===== config.mk =====
export PLATFORM = sky130hd
export DESIGN_NAME = bcd_display_scan
export DESIGN_NICKNAME = d
export VERILOG_FILES = /design/src/rtl/bcd_display_scan.sv
export SDC_FILE = /design/constraint.sdc
export NUM_CORES = 1
export LEC_CHECK = 0
export CAP_MARGIN = 20
export CORE_ASPECT_RATIO = 1.2
export CORE_MARGIN = 3
export CORE_UTILIZATION = 55
export DETAILED_ROUTE_END_ITERATION = 8
export DONT_BUFFER_PORTS = 1
export PLACE_DENSITY = 0.7
export SYNTH_ARGS = -nofsm -noshare
export SYNTH_HDL_FRONTEND = slang
export SYNTH_SLANG_ARGS = --single-unit
export TNS_END_PERCENT = 50

===== constraint.sdc =====
create_clock -name CLK -period 2.9 [get_ports CLK]
set_input_delay 0 -clock CLK [delete_from_list [all_inputs] [get_ports CLK]]
set_output_delay 0 -clock CLK [all_outputs]
set_load 0.05 [all_outputs]

===== src/rtl/bcd_display_scan.sv =====
// rtl/bcd_display_scan.sv - six-digit BCD time-multiplexed 7-segment scanner
//
// Ports:
//   CLK                  system clock, rising edge
//   RST_N                synchronous active-low reset
//   EN                   scan enable; when low the scan position freezes and the display blanks
//   HRM, HRL, MIN_M,
//   MIN_L, SEC_M, SEC_L  BCD digits, captured once per frame
//   SEG                  segments {g,f,e,d,c,b,a}, active-low
//   DP                   decimal point, active-low
//   AN                   digit anodes, active-low, AN[0]=SEC_L ... AN[5]=HRM

module bcd_display_scan #(
    parameter int REFRESH_DIV     = 1000,
    parameter int DEAD_CYC        = 2,
    parameter int BLANK_LEAD_ZERO = 1
) (
    input  logic       CLK,
    input  logic       RST_N,
    input  logic       EN,
    input  logic [3:0] HRM,
    input  logic [3:0] HRL,
    input  logic [3:0] MIN_M,
    input  logic [3:0] MIN_L,
    input  logic [3:0] SEC_M,
    input  logic [3:0] SEC_L,
    output logic [6:0] SEG,
    output logic       DP,
    output logic [5:0] AN
);

    localparam int CW = (REFRESH_DIV > 2) ? $clog2(REFRESH_DIV) : 1;

    logic [CW-1:0] cnt;
    logic [2:0]    idx;
    logic [23:0]   snap;

    logic          slot_end;
    logic          frame_start;
    logic [3:0]    digit;
    logic [6:0]    seg_dec;
    logic          blank;
    logic [6:0]    seg_nxt;
    logic          dp_nxt;
    logic [5:0]    an_nxt;

    assign slot_end    = (cnt == CW'(REFRESH_DIV - 1));
    assign frame_start = EN && (cnt == '0) && (idx == 3'd0);

    always_comb begin
        digit = 4'h0;
        case (idx)
            3'd0:    digit = snap[3:0];
            3'd1:    digit = snap[7:4];
            3'd2:    digit = snap[11:8];
            3'd3:    digit = snap[15:12];
            3'd4:    digit = snap[19:16];
            3'd5:    digit = snap[23:20];
            default: digit = 4'h0;
        endcase
    end

    always_comb begin
        seg_dec = 7'h3F;
        case (digit)
            4'd0:    seg_dec = 7'h40;
            4'd1:    seg_dec = 7'h79;
            4'd2:    seg_dec = 7'h24;
            4'd3:    seg_dec = 7'h30;
            4'd4:    seg_dec = 7'h19;
            4'd5:    seg_dec = 7'h12;
            4'd6:    seg_dec = 7'h02;
            4'd7:    seg_dec = 7'h78;
            4'd8:    seg_dec = 7'h00;
            4'd9:    seg_dec = 7'h10;
            default: seg_dec = 7'h3F;  // non-BCD shows a dash
        endcase
    end

    // Dead time at the start of each slot keeps the previous digit's segments
    // from ghosting onto the newly enabled anode.
    always_comb begin
        blank = !EN || (cnt < CW'(DEAD_CYC)) ||
                ((BLANK_LEAD_ZERO == 1) && (idx == 3'd5) && (snap[23:20] == 4'h0));
        an_nxt  = 6'h3F;
        seg_nxt = 7'h7F;
        dp_nxt  = 1'b1;
        if (!blank) begin
            an_nxt  = 6'h3F & ~(6'b000001 << idx);
            seg_nxt = seg_dec;
            // Separator dots follow the seconds LSB, giving a 1 Hz blink.
            dp_nxt  = !(((idx == 3'd2) || (idx == 3'd4)) && !snap[0]);
        end
    end

    always_ff @(posedge CLK) begin
        if (!RST_N) begin
            cnt  <= '0;
            idx  <= 3'd0;
            snap <= 24'h000000;
            AN   <= 6'h3F;
            SEG  <= 7'h7F;
            DP   <= 1'b1;
        end else begin
            AN  <= an_nxt;
            SEG <= seg_nxt;
            DP  <= dp_nxt;
            if (frame_start) begin
                snap <= {HRM, HRL, MIN_M, MIN_L, SEC_M, SEC_L};
            end
            if (EN) begin
                if (slot_end) begin
                    cnt <= '0;
                    idx <= (idx == 3'd5) ? 3'd0 : idx + 3'd1;
                end else begin
                    cnt <= cnt + 1'b1;
                end
            end
        end
    end

endmodule

Word-level counts from Yosys, hierarchy flattened

Memories as Yosys holds them, arrays and structs flattened. A register that Yosys moved wholly into a read port is not among the register bits.
Cells that the tools add are included.

Register bits after elaboration: 44
ROM bits: 112
Input bits: 27
Output and inout port bits: 14
Word-level logic and storage cells: 36
Memories: 1

Add/subtract/negate cells: 2
$lt $le $gt $ge: 1
Equal/unequal tests: 6
Shift-type cells: 1
Muxes and demuxes: 3
Bitwise logic cells: 2
Reduce and logical (&&, ||, !) cells: 15

Memory list:

| name            | depth | bits a word | rd ports | clocked after memory_dff | write ports | RTL line | source |
|---|---|---|---|---|---|---|---|
| (no name shown) | 16    | 7           | 1        | 1                        | 0           | 65       | `case (digit)` |

Operators by type and width:

| cell                                                                   | number |
|---|---|
| 4-bit case mux with 6 select lines                                     | 1 |
| 10-bit by 1-bit adder with 10-bit output (second input constant)       | 1 |
| 10-bit equality test (second input constant)                           | 1 |
| 10-bit logical NOT                                                     | 1 |
| 10-bit by 2-bit < comparator with 1-bit output (second input constant) | 1 |
| 10-bit 2-to-1 mux                                                      | 1 |
| 3-bit by 2-bit equality test with 1-bit output (second input constant) | 2 |
| 3-bit equality test (second input constant)                            | 2 |
| 6-bit inverter                                                         | 1 |
| 1-bit by 3-bit left shift with 6-bit output (first input constant)     | 1 |
| 1-bit logical AND                                                      | 4 |
| 4-bit logical NOT                                                      | 1 |
| 3-bit by 1-bit adder with 3-bit output (second input constant)         | 1 |
| 3-bit by 1-bit equality test with 1-bit output (second input constant) | 1 |
| 1-bit logical NOT                                                      | 3 |
| 3-bit logical NOT                                                      | 1 |
| 1-bit logical OR                                                       | 3 |
| 3-bit 2-to-1 mux                                                       | 1 |
| 2-bit AND reduction                                                    | 1 |
| 2-bit OR reduction                                                     | 1 |
| 1-bit inverter                                                         | 1 |

Longest topological paths before layout

Gate-level depths: netlist of the first run.

Depth after elaboration: 4
Gate-level depth with buffers: 11
Depth with buffers taken out: 9

Least setup slack after synthesis of the first run

OpenSTA, ideal clock, no wires.

Path type: register to register
From: register idx[0]
To: register SEG[3]
Library setup time: 0.122 ns
Arrival: 2.494 ns
Required time: 2.778 ns
Setup slack: 0.284 ns
Stages on the path, launching flop included: 10
Path buffers: 2
Period minus slack after synthesis: 2.616 ns
Cell sequence: dfxtp_1 > buf_2 > clkbuf_1 > and2_1 > ha_1 > a222oi_1 > a21boi_1 > inv_1 > ha_1 > o32a_1

Word-level cells in the longest chain between the ends: 4
Elaborated cells between the ends (all ways): 10
Classes of those cells: 5 x eq/ne; 1 x mux; 4 x reduce/logical

RTL lines:

| item                                | RTL line | source |
|---|---|---|
| start: declaration                  | 35       | `logic [2:0] idx;` |
| start signal: assignment            | 114      | `idx <= (idx == 3'd5) ? 3'd0 : idx + 3'd1;` |
| 3-bit equality test                 | 52, 84   |  |
| 1-bit logical AND                   | 84       | `((BLANK_LEAD_ZERO == 1) && (idx == 3'd5) && (snap[23:20] == 4'h0));` |
| 1-bit logical OR                    | 83       | `blank = !EN \|\| (cnt < CW'(DEAD_CYC)) \|\|` |
| 2-bit OR reduction (no source line) | -        |  |
| end: declaration                    | 27       | `output logic [6:0] SEG,` |

Several ways; a longest one is shown, not always the timed one.
A chain may end at the register's enable or synchronous reset.

Worst setup path in the final report of the first run

From: register idx[2]
To: register SEG[3]

Same word-level chain as after synthesis.

==> results.cfg, run 1 <==
[status]
status = complete, no violations

[floorplan]
start_util_pct = 57.9
die_width_um = 65.3
core_region_area_mm2 = 0.00400
io_pins = 41
dieHeight_um = 77.1
dieArea_mm2 = 0.00503
rows = 25

[timing]
clock_skew_ns = 0.00493
rsz0062_at_grt = no
finalSetupViolCount = 0
slew_violations = 0
relSlewSlack_pct = 45.8
hold_violations = 0
tightestPinTransition_ns = 0.811
worst_hold_slack_ns = 0.0228
timing.final.crit_share_pct = 83.4
max_freq_mhz = 413
tns_ns = 0
period_minus_slack_ns = 2.42
postLayoutSetupSlackWorst_ns = 0.480

[clock_tree]
path_clk_slew_ns = 0.09
clockRootBuffer = clkbuf_8
clockBufferDepth = 2
cts_tree = built
clock_sinks = 51
clk_latency_ns = 0.30
cts_resized = 0
htreeDepth = 2
numCtsBuffers = 5

[routing]
post_drt_via_cell_ratio = 5.56
drt-total-wl_um = 4820
postRouteAntennaNets = 0
remaining_drc_errors = 0
wl_per_cell_um = 15.3
num_vias = 1757
first_pass_iters = 4
drtIter0Drc = 108

[pwr]
clockPowerShare_pct = 35.0
powerDensity_mw_per_mm2 = 532
p_sw_uw = 343
seq_power_share_pct = 53.0
pwr-share-comb_pct = 12.0
p_sw_share_pct = 23.7
internal_power_mw = 1.11
vdd_drop_max_uv = 360
power.leakage_nw = 1.12

[placement]
hpwlAfterDp_um = 3380
finalWeightedCongestion = 0.843
io_buffer_count = 0
pre_cts_ws_ns = 0.516
dpl_cell_area_mm2 = 0.00235

[critical_path]
cp_cell_sequence = buf_4, inv_1, ha_1, a222oi_1, a21boi_1, inv_1, ha_1, o32a_1
cp_slowest_stage_delay_ns = 0.35
required_ns = 3.10
r2r_cells = 8
rrSetupSlack_ns = 0.48
start_kind = flop
r2r_end = SEG[3]$_SDFF_PP1_
cpMaxStageDelayCell = dfxtp_1
end_kind = flop
cp.arrival_ns = 2.62
crit_fanout = 12
rr_startpoint = idx[2]$_SDFFE_PN0P_
worstSetupPathType = reg2reg

[logic_synthesis]
synth_warnings = 0
syn_inst = 238
ys_types = 47
synth-edff-count = 0
syn-num-nets = 273
postSynth.asyncResetShare_pct = 0
syn-cell-area_mm2 = 0.00232
ys.flop_type = dfxtp_1
syn_avg_cell_area_um2 = 9.74
synth_seq_cells = 51
ys_seq_area_share_pct = 44.1

[worst_hold_path]
hold-path-cell-count = 3
min-delay-start = EN
holdCritPathClass = in2reg
holdPathEnd = cnt[4]$_SDFFE_PN0P_

[finish]
post-route-cell-area_mm2 = 0.00273
syn2layout_area_growth_pct = 17.6
fin_util_pct = 68.1
nNetsFinal = 296
filler_cell_count = 360
drive_above_1_share_pct = 5.34
antenna_cells = 0

[global_route]
gr-total-overflow = 0
grt_pass1_wl_um = 8130
met2_usage_pct = 34.8
grt_pass1_vias = 1731
use_met1_pct = 24.6
grt_max_degree = 30
grt_util_met3_pct = 4.83
grt.total_usage_pct = 20.3
busiest_layer = met2
antenna_found_initial = 0

[flow_run]
drv_cap = 0
-- per-stage QoR --
| step | instances | power, mW |
|---|---|---|
| 2_1_floorplan | 238 | 0.900 |
| 3_3_place_gp | 282 | 0.918 |
| 3_5_place_dp | 282 | 0.925 |
| 4_1_cts | 316 | 1.46 |
| 5_1_grt | 316 | 1.51 |
| 6_report | 316 | 1.45 |
-- cell usage in the layout, fill, tap and decap left out, types with 2 or more instances in the layout --
cell type | Yosys | final
and2_1 | 4 | 4
a31oi_1 | 2 | 2
dfxtp_1 | 51 | 51
ha_1 | 8 | 8
nor4_1 | 2 | 2
dlygate4sd3_1 | 0 | 26
nor2b_1 | 24 | 24
o21a_1 | 2 | 2
o21ai_0 | 4 | 4
nand2_1 | 15 | 15
or3_1 | 2 | 2
xor2_1 | 3 | 3
nor3_1 | 4 | 4
o32a_1 | 3 | 3
nor2_1 | 18 | 18
clkbuf_8 | 0 | 6
buf_4 | 0 | 3
mux2i_1 | 28 | 28
nand4_1 | 4 | 4
a21oi_1 | 3 | 3
nand3_1 | 5 | 5
nand3b_1 | 4 | 4
inv_1 | 5 | 5
xnor2_1 | 8 | 8
mux2_2 | 2 | 2
and3_1 | 3 | 3
-- flip-flops by register name (all words and copies together) (netlist names) --
register / count
AN: 6
cnt: 10
SEG: 7
snap: 24
DP: 1
idx: 3
-- critical path: cells and delay by family, from the launching register on --
kind / cells / cell delay [ns]
buffers and inverters: 3 / 0.42
AO/OA/AOI/OAI: 3 / 0.94
adder cells (fa/ha/maj): 2 / 0.59
flip-flops: 1 / 0.35
-- synthesized netlist by cell type (3+ instances only) --
| master | number | area [um2] |
|---|---|---|
| a21oi_1 | 3 | 15.0 |
| and2_1 | 4 | 25.0 |
| and3_1 | 3 | 18.8 |
| buf_2 | 3 | 15.0 |
| clkbuf_1 | 9 | 33.8 |
| dfxtp_1 | 51 | 1020 |
| ha_1 | 8 | 100 |
| inv_1 | 5 | 18.8 |
| mux2i_1 | 28 | 280 |
| nand2_1 | 15 | 56.3 |
| nand3_1 | 5 | 25.0 |
| nand3b_1 | 4 | 30.0 |
| nand4_1 | 4 | 25.0 |
| nor2_1 | 18 | 67.6 |
| nor2b_1 | 24 | 150 |
| nor3_1 | 4 | 20.0 |
| o21ai_0 | 4 | 20.0 |
| o32a_1 | 3 | 30.0 |
| xnor2_1 | 8 | 70.1 |
| xor2_1 | 3 | 26.3 |
-- cell families after synthesis --
group                    count (synthesis)  share of synthesized area [%]
adder cells (fa/ha/maj)                  8                           4.32
flip-flops                              51                           44.1
buffers and inverters                   18                           3.40
AO/OA/AOI/OAI                           27                           9.13
multiplexers                            31                           13.6
AND/OR/NAND/NOR                         92                           21.4
XOR/XNOR                                11                           4.16
-- power by group through the flow --
stage | logic [mW] | clock network, mW | registers, mW
4_1_cts | 0.174 | 0.516 | 0.768
3_5_place_dp | 0.140 | 0 | 0.785
5_1_grt | 0.195 | 0.543 | 0.773
6_report | 0.174 | 0.508 | 0.768
3_3_place_gp | 0.133 | 0 | 0.784
2_1_floorplan | 0.126 | 0 | 0.774
-- worst max-delay path by stage --
stage | cells past startpoint | from | slack, ns | to
2_1_floorplan | 9 | idx[0]$_SDFFE_PN0P_ | 0.28 | SEG[3]$_SDFF_PP1_
3_5_place_dp | 7 | idx[0]$_SDFFE_PN0P_ | 0.52 | SEG[3]$_SDFF_PP1_
6_report | 8 | idx[2]$_SDFFE_PN0P_ | 0.48 | SEG[3]$_SDFF_PP1_
4_1_cts | 7 | idx[0]$_SDFFE_PN0P_ | 0.49 | SEG[3]$_SDFF_PP1_
3_3_place_gp | 7 | idx[0]$_SDFFE_PN0P_ | 0.56 | SEG[3]$_SDFF_PP1_
5_1_grt | 8 | idx[2]$_SDFFE_PN0P_ | 0.32 | SEG[3]$_SDFF_PP1_
-- timing repair --
| item | 4_1_cts | 5_1_grt |
|---|---|---|
| endpoints found under the hold margin | 31 | 0 |
| hold buffers | 26 | 0 |
| buffers inserted | 0 | 0 |
-- per-layer routing --
layer | part of all wire (%) | vias to the layer above | wire (um)
met1 | 43 | 822 | 2060
li1 | - | 871 | -
met2 | 51 | 58 | 2460
met4 | 0.95 | 0 | 46
met5 | 0 | - | 0
met3 | 5.3 | 6 | 255
-- area by class of cell --
| class | count | area [um2] | share of cell area (%) |
|---|---|---|---|
| multi-input combinational | 169 | 1220 | 44.7 |
| sequential | 51 | 1020 | 37.5 |
| timing repair buffer | 29 | 283 | 10.4 |
| clock buffer | 6 | 82.6 | 3.03 |
| tap | 54 | 67.6 | 2.48 |
| clock inverter | 2 | 35.0 | 1.29 |
| inverter | 5 | 18.8 | 0.689 |
(Power assumes the default switching activity.)
==> inputs of run 2 (changes only) <==
- ABC_AREA: unset -> 1
- PLACE_DENSITY: 0.7 -> 0.73
- clock period: 2.9 -> 1.96 ns (I/O delays scaled with it)
==> run 2 against run 1 <==
  * Power up 44%
  * Area after synthesis is 3.0% higher
  * Final cell count increased by 31%
  * Maximum frequency grew 34%
  * Flip-flop and latch count unchanged
  * Global-route usage grew 2.3 points
  * Critical endpoint unchanged
  * Largest power group unchanged
==> results.cfg, run 2 <==
[logic_synthesis]
synth_area_leader_cell = dfxtp_1
syn_inst = 328
postSynth.asyncResetShare_pct = 0
syn-num-nets = 363
syn_avg_cell_area_um2 = 7.28
syn-cell-area_mm2 = 0.00239
synth_common_cells = inv_1 (55), nand2_1 (52), dfxtp_1 (51)
ys_types = 29
synth.top_cell.area_share_pct = 42.8
synth-edff-count = 0
ys.flop_type = dfxtp_1
ys_seq_area_share_pct = 42.8
yosysMostFrequentCell = inv_1
synth_seq_cells = 51
synthTopCellsByArea = dfxtp_1 (43%), inv_1 (8.6%), nand2_1 (8.2%)
synth_warnings = 0

[pwr]
vdd_drop_max_uv = 494
power.leakage_nw = 1.27
pwr-share-comb_pct = 13.8
clockPowerShare_pct = 31.2
p_sw_uw = 550
internal_power_mw = 1.54
p_sw_share_pct = 26.3
seq_power_share_pct = 55.1
powerDensity_mw_per_mm2 = 736

[finish]
filler_cell_count = 342
syn2layout_area_growth_pct = 18.9
antenna_cells = 0
final_common_cell = inv_1
drive_above_1_share_pct = 11.7
layout_common_cells = inv_1 (54), nand2_1 (52), dfxtp_1 (48)
seq_area_mm2 = 0.00103
nNetsFinal = 394
multi_input_area_mm2 = 0.00109
largest_register_ffs = 24
top_register = snap
reg_top3 = snap: 24 flops, cnt: 10 flops, SEG: 7 flops
post-route-cell-area_mm2 = 0.00284

[timing]
relSlewSlack_pct = 42.0
clock_skew_ns = 0.00660
hold_violations = 0
tns_ns = 0
period_minus_slack_ns = 1.81
max_freq_mhz = 553
finalSetupViolCount = 0
slew_violations = 0
timing.final.crit_share_pct = 92.3
tightestPinTransition_ns = 0.867

[critical_path]
r2r_cells = 14
r2r_end = SEG[3]$_SDFF_PP1_
rr_startpoint = idx[1]$_SDFFE_PN0P_
start_kind = flop
worstSetupStartpoint = idx[1]$_SDFFE_PN0P_
crit_fanout = 7
cp-endpoint = SEG[3]$_SDFF_PP1_
worstSetupPathType = reg2reg
required_ns = 2.15
rrSetupSlack_ns = 0.15
end_kind = flop
cp.arrival_ns = 2.00

[clock_tree]
clockBufferDepth = 2
clock_sinks = 51
htreeDepth = 2
clockRootBuffer = clkbuf_8
clk_latency_ns = 0.30
numCtsBuffers = 5
cts_tree = built
path_clk_slew_ns = 0.09

[routing]
post_drt_via_cell_ratio = 5.19
drtIter0Drc = 81
wl_per_cell_um = 13.0
first_pass_iters = 4
postRouteAntennaNets = 0
num_vias = 2149
drt-total-wl_um = 5370
remaining_drc_errors = 0

[floorplan]
die_width_um = 66.1
rows = 25
dieArea_mm2 = 0.00517
dieHeight_um = 78.2
core_region_area_mm2 = 0.00407
start_util_pct = 58.7
io_pins = 41

[global_route]
grt_pass1_wl_um = 9070
antenna_found_initial = 0
grt_pass1_vias = 2091
grt_max_degree = 30
gr-total-overflow = 0
grt.total_usage_pct = 22.6

[placement]
io_buffer_count = 0
dpl_cell_area_mm2 = 0.00243
finalWeightedCongestion = 0.808
hpwlAfterDp_um = 3750

[status]
status = complete, no violations

[flow_run]
drv_cap = 0

[worst_hold_path]
hold-path-cell-count = 5
holdCritPathClass = in2reg
run 2: power groups by stage:
stage	clock, mW	sequential (mW)	combinational [mW]
3_3_place_gp	0	1.18	0.221
5_1_grt	0.704	1.16	0.333
3_5_place_dp	0	1.18	0.227
2_1_floorplan	0	1.17	0.195
6_report	0.651	1.15	0.287
4_1_cts	0.672	1.15	0.274
run 2: layer usage:
layer	wire length [um]	track usage, %	vias up
li1	-	-	1106
met1	2180	24.6	986
met2	2880	40.9	49
met3	215	5.44	8
met4	91	8.94	0
met5	0	0	-
run 2: critical path: stages (launching register included):
cell and delay (ns):
dfxtp_4 0.38, nand2_1 0.07, inv_1 0.04, ha_2 0.18, nand2_1 0.07, inv_1 0.04, nor2_1 0.07, nand2_1 0.09
nor2_4 0.17, inv_2 0.06, ha_1 0.29, inv_1 0.05, nand2_1 0.07, nand3_2 0.06, nand3_1 0.07
run 2: worst min-delay path by stage:
stage | from | to
6_report | EN | SEG[4]$_SDFF_PP1_
5_1_grt | EN | SEG[4]$_SDFF_PP1_
4_1_cts | EN | SEG[4]$_SDFF_PP1_
3_5_place_dp | RST_N | cnt[4]$_SDFFE_PN0P_
3_3_place_gp | RST_N | idx[1]$_SDFFE_PN0P_
2_1_floorplan | EN | cnt[1]$_SDFFE_PN0P_
run 2: area by class of cell:
type,instances,share of cell area (%)
Inverter,60,7.94
Sequential cell,51,36.3
Tap cell,54,2.38
Multi-Input combinational cell,206,38.3
Timing Repair Buffer,35,11.6
Clock buffer,8,3.53
run 2: cell families after synthesis:
| kind of cell | Yosys count | share of synthesized area (%) |
|---|---|---|
| xor+xnor | 1 | 0.367 |
| flops | 51 | 42.8 |
| fa+ha+maj | 8 | 4.19 |
| buf+inv | 71 | 12.7 |
| simple gates | 127 | 24.8 |
| compound gates | 70 | 15.1 |
run 2: repair_timing:
| item | CTS | global route |
|---|---|---|
| hold endpoints to repair | 35 | 0 |
| hold buffers | 26 | 0 |
| endpoints found under the setup margin | 1 | 5 |
| pin swaps | 0 | 4 |
| setup buffers | 0 | 2 |
| gates resized for setup | 1 | 12 |
run 2: stage by stage:
step | hold slack (ns) | cells | setup slack, ns | utilization (%) | total power [mW]
6_report | 0.0188 | 414 | 0.152 | 69.8 | 2.09
4_1_cts | 0.00336 | 412 | 0.0218 | 68.6 | 2.10
2_1_floorplan | 0.170 | 328 | 0.108 | - | 1.36
5_1_grt | 0.0195 | 414 | -0.0363 | 69.8 | 2.19
3_5_place_dp | 0.146 | 378 | 0.0245 | 59.8 | 1.40
3_3_place_gp | 0.143 | 378 | 0.0980 | 59.8 | 1.40
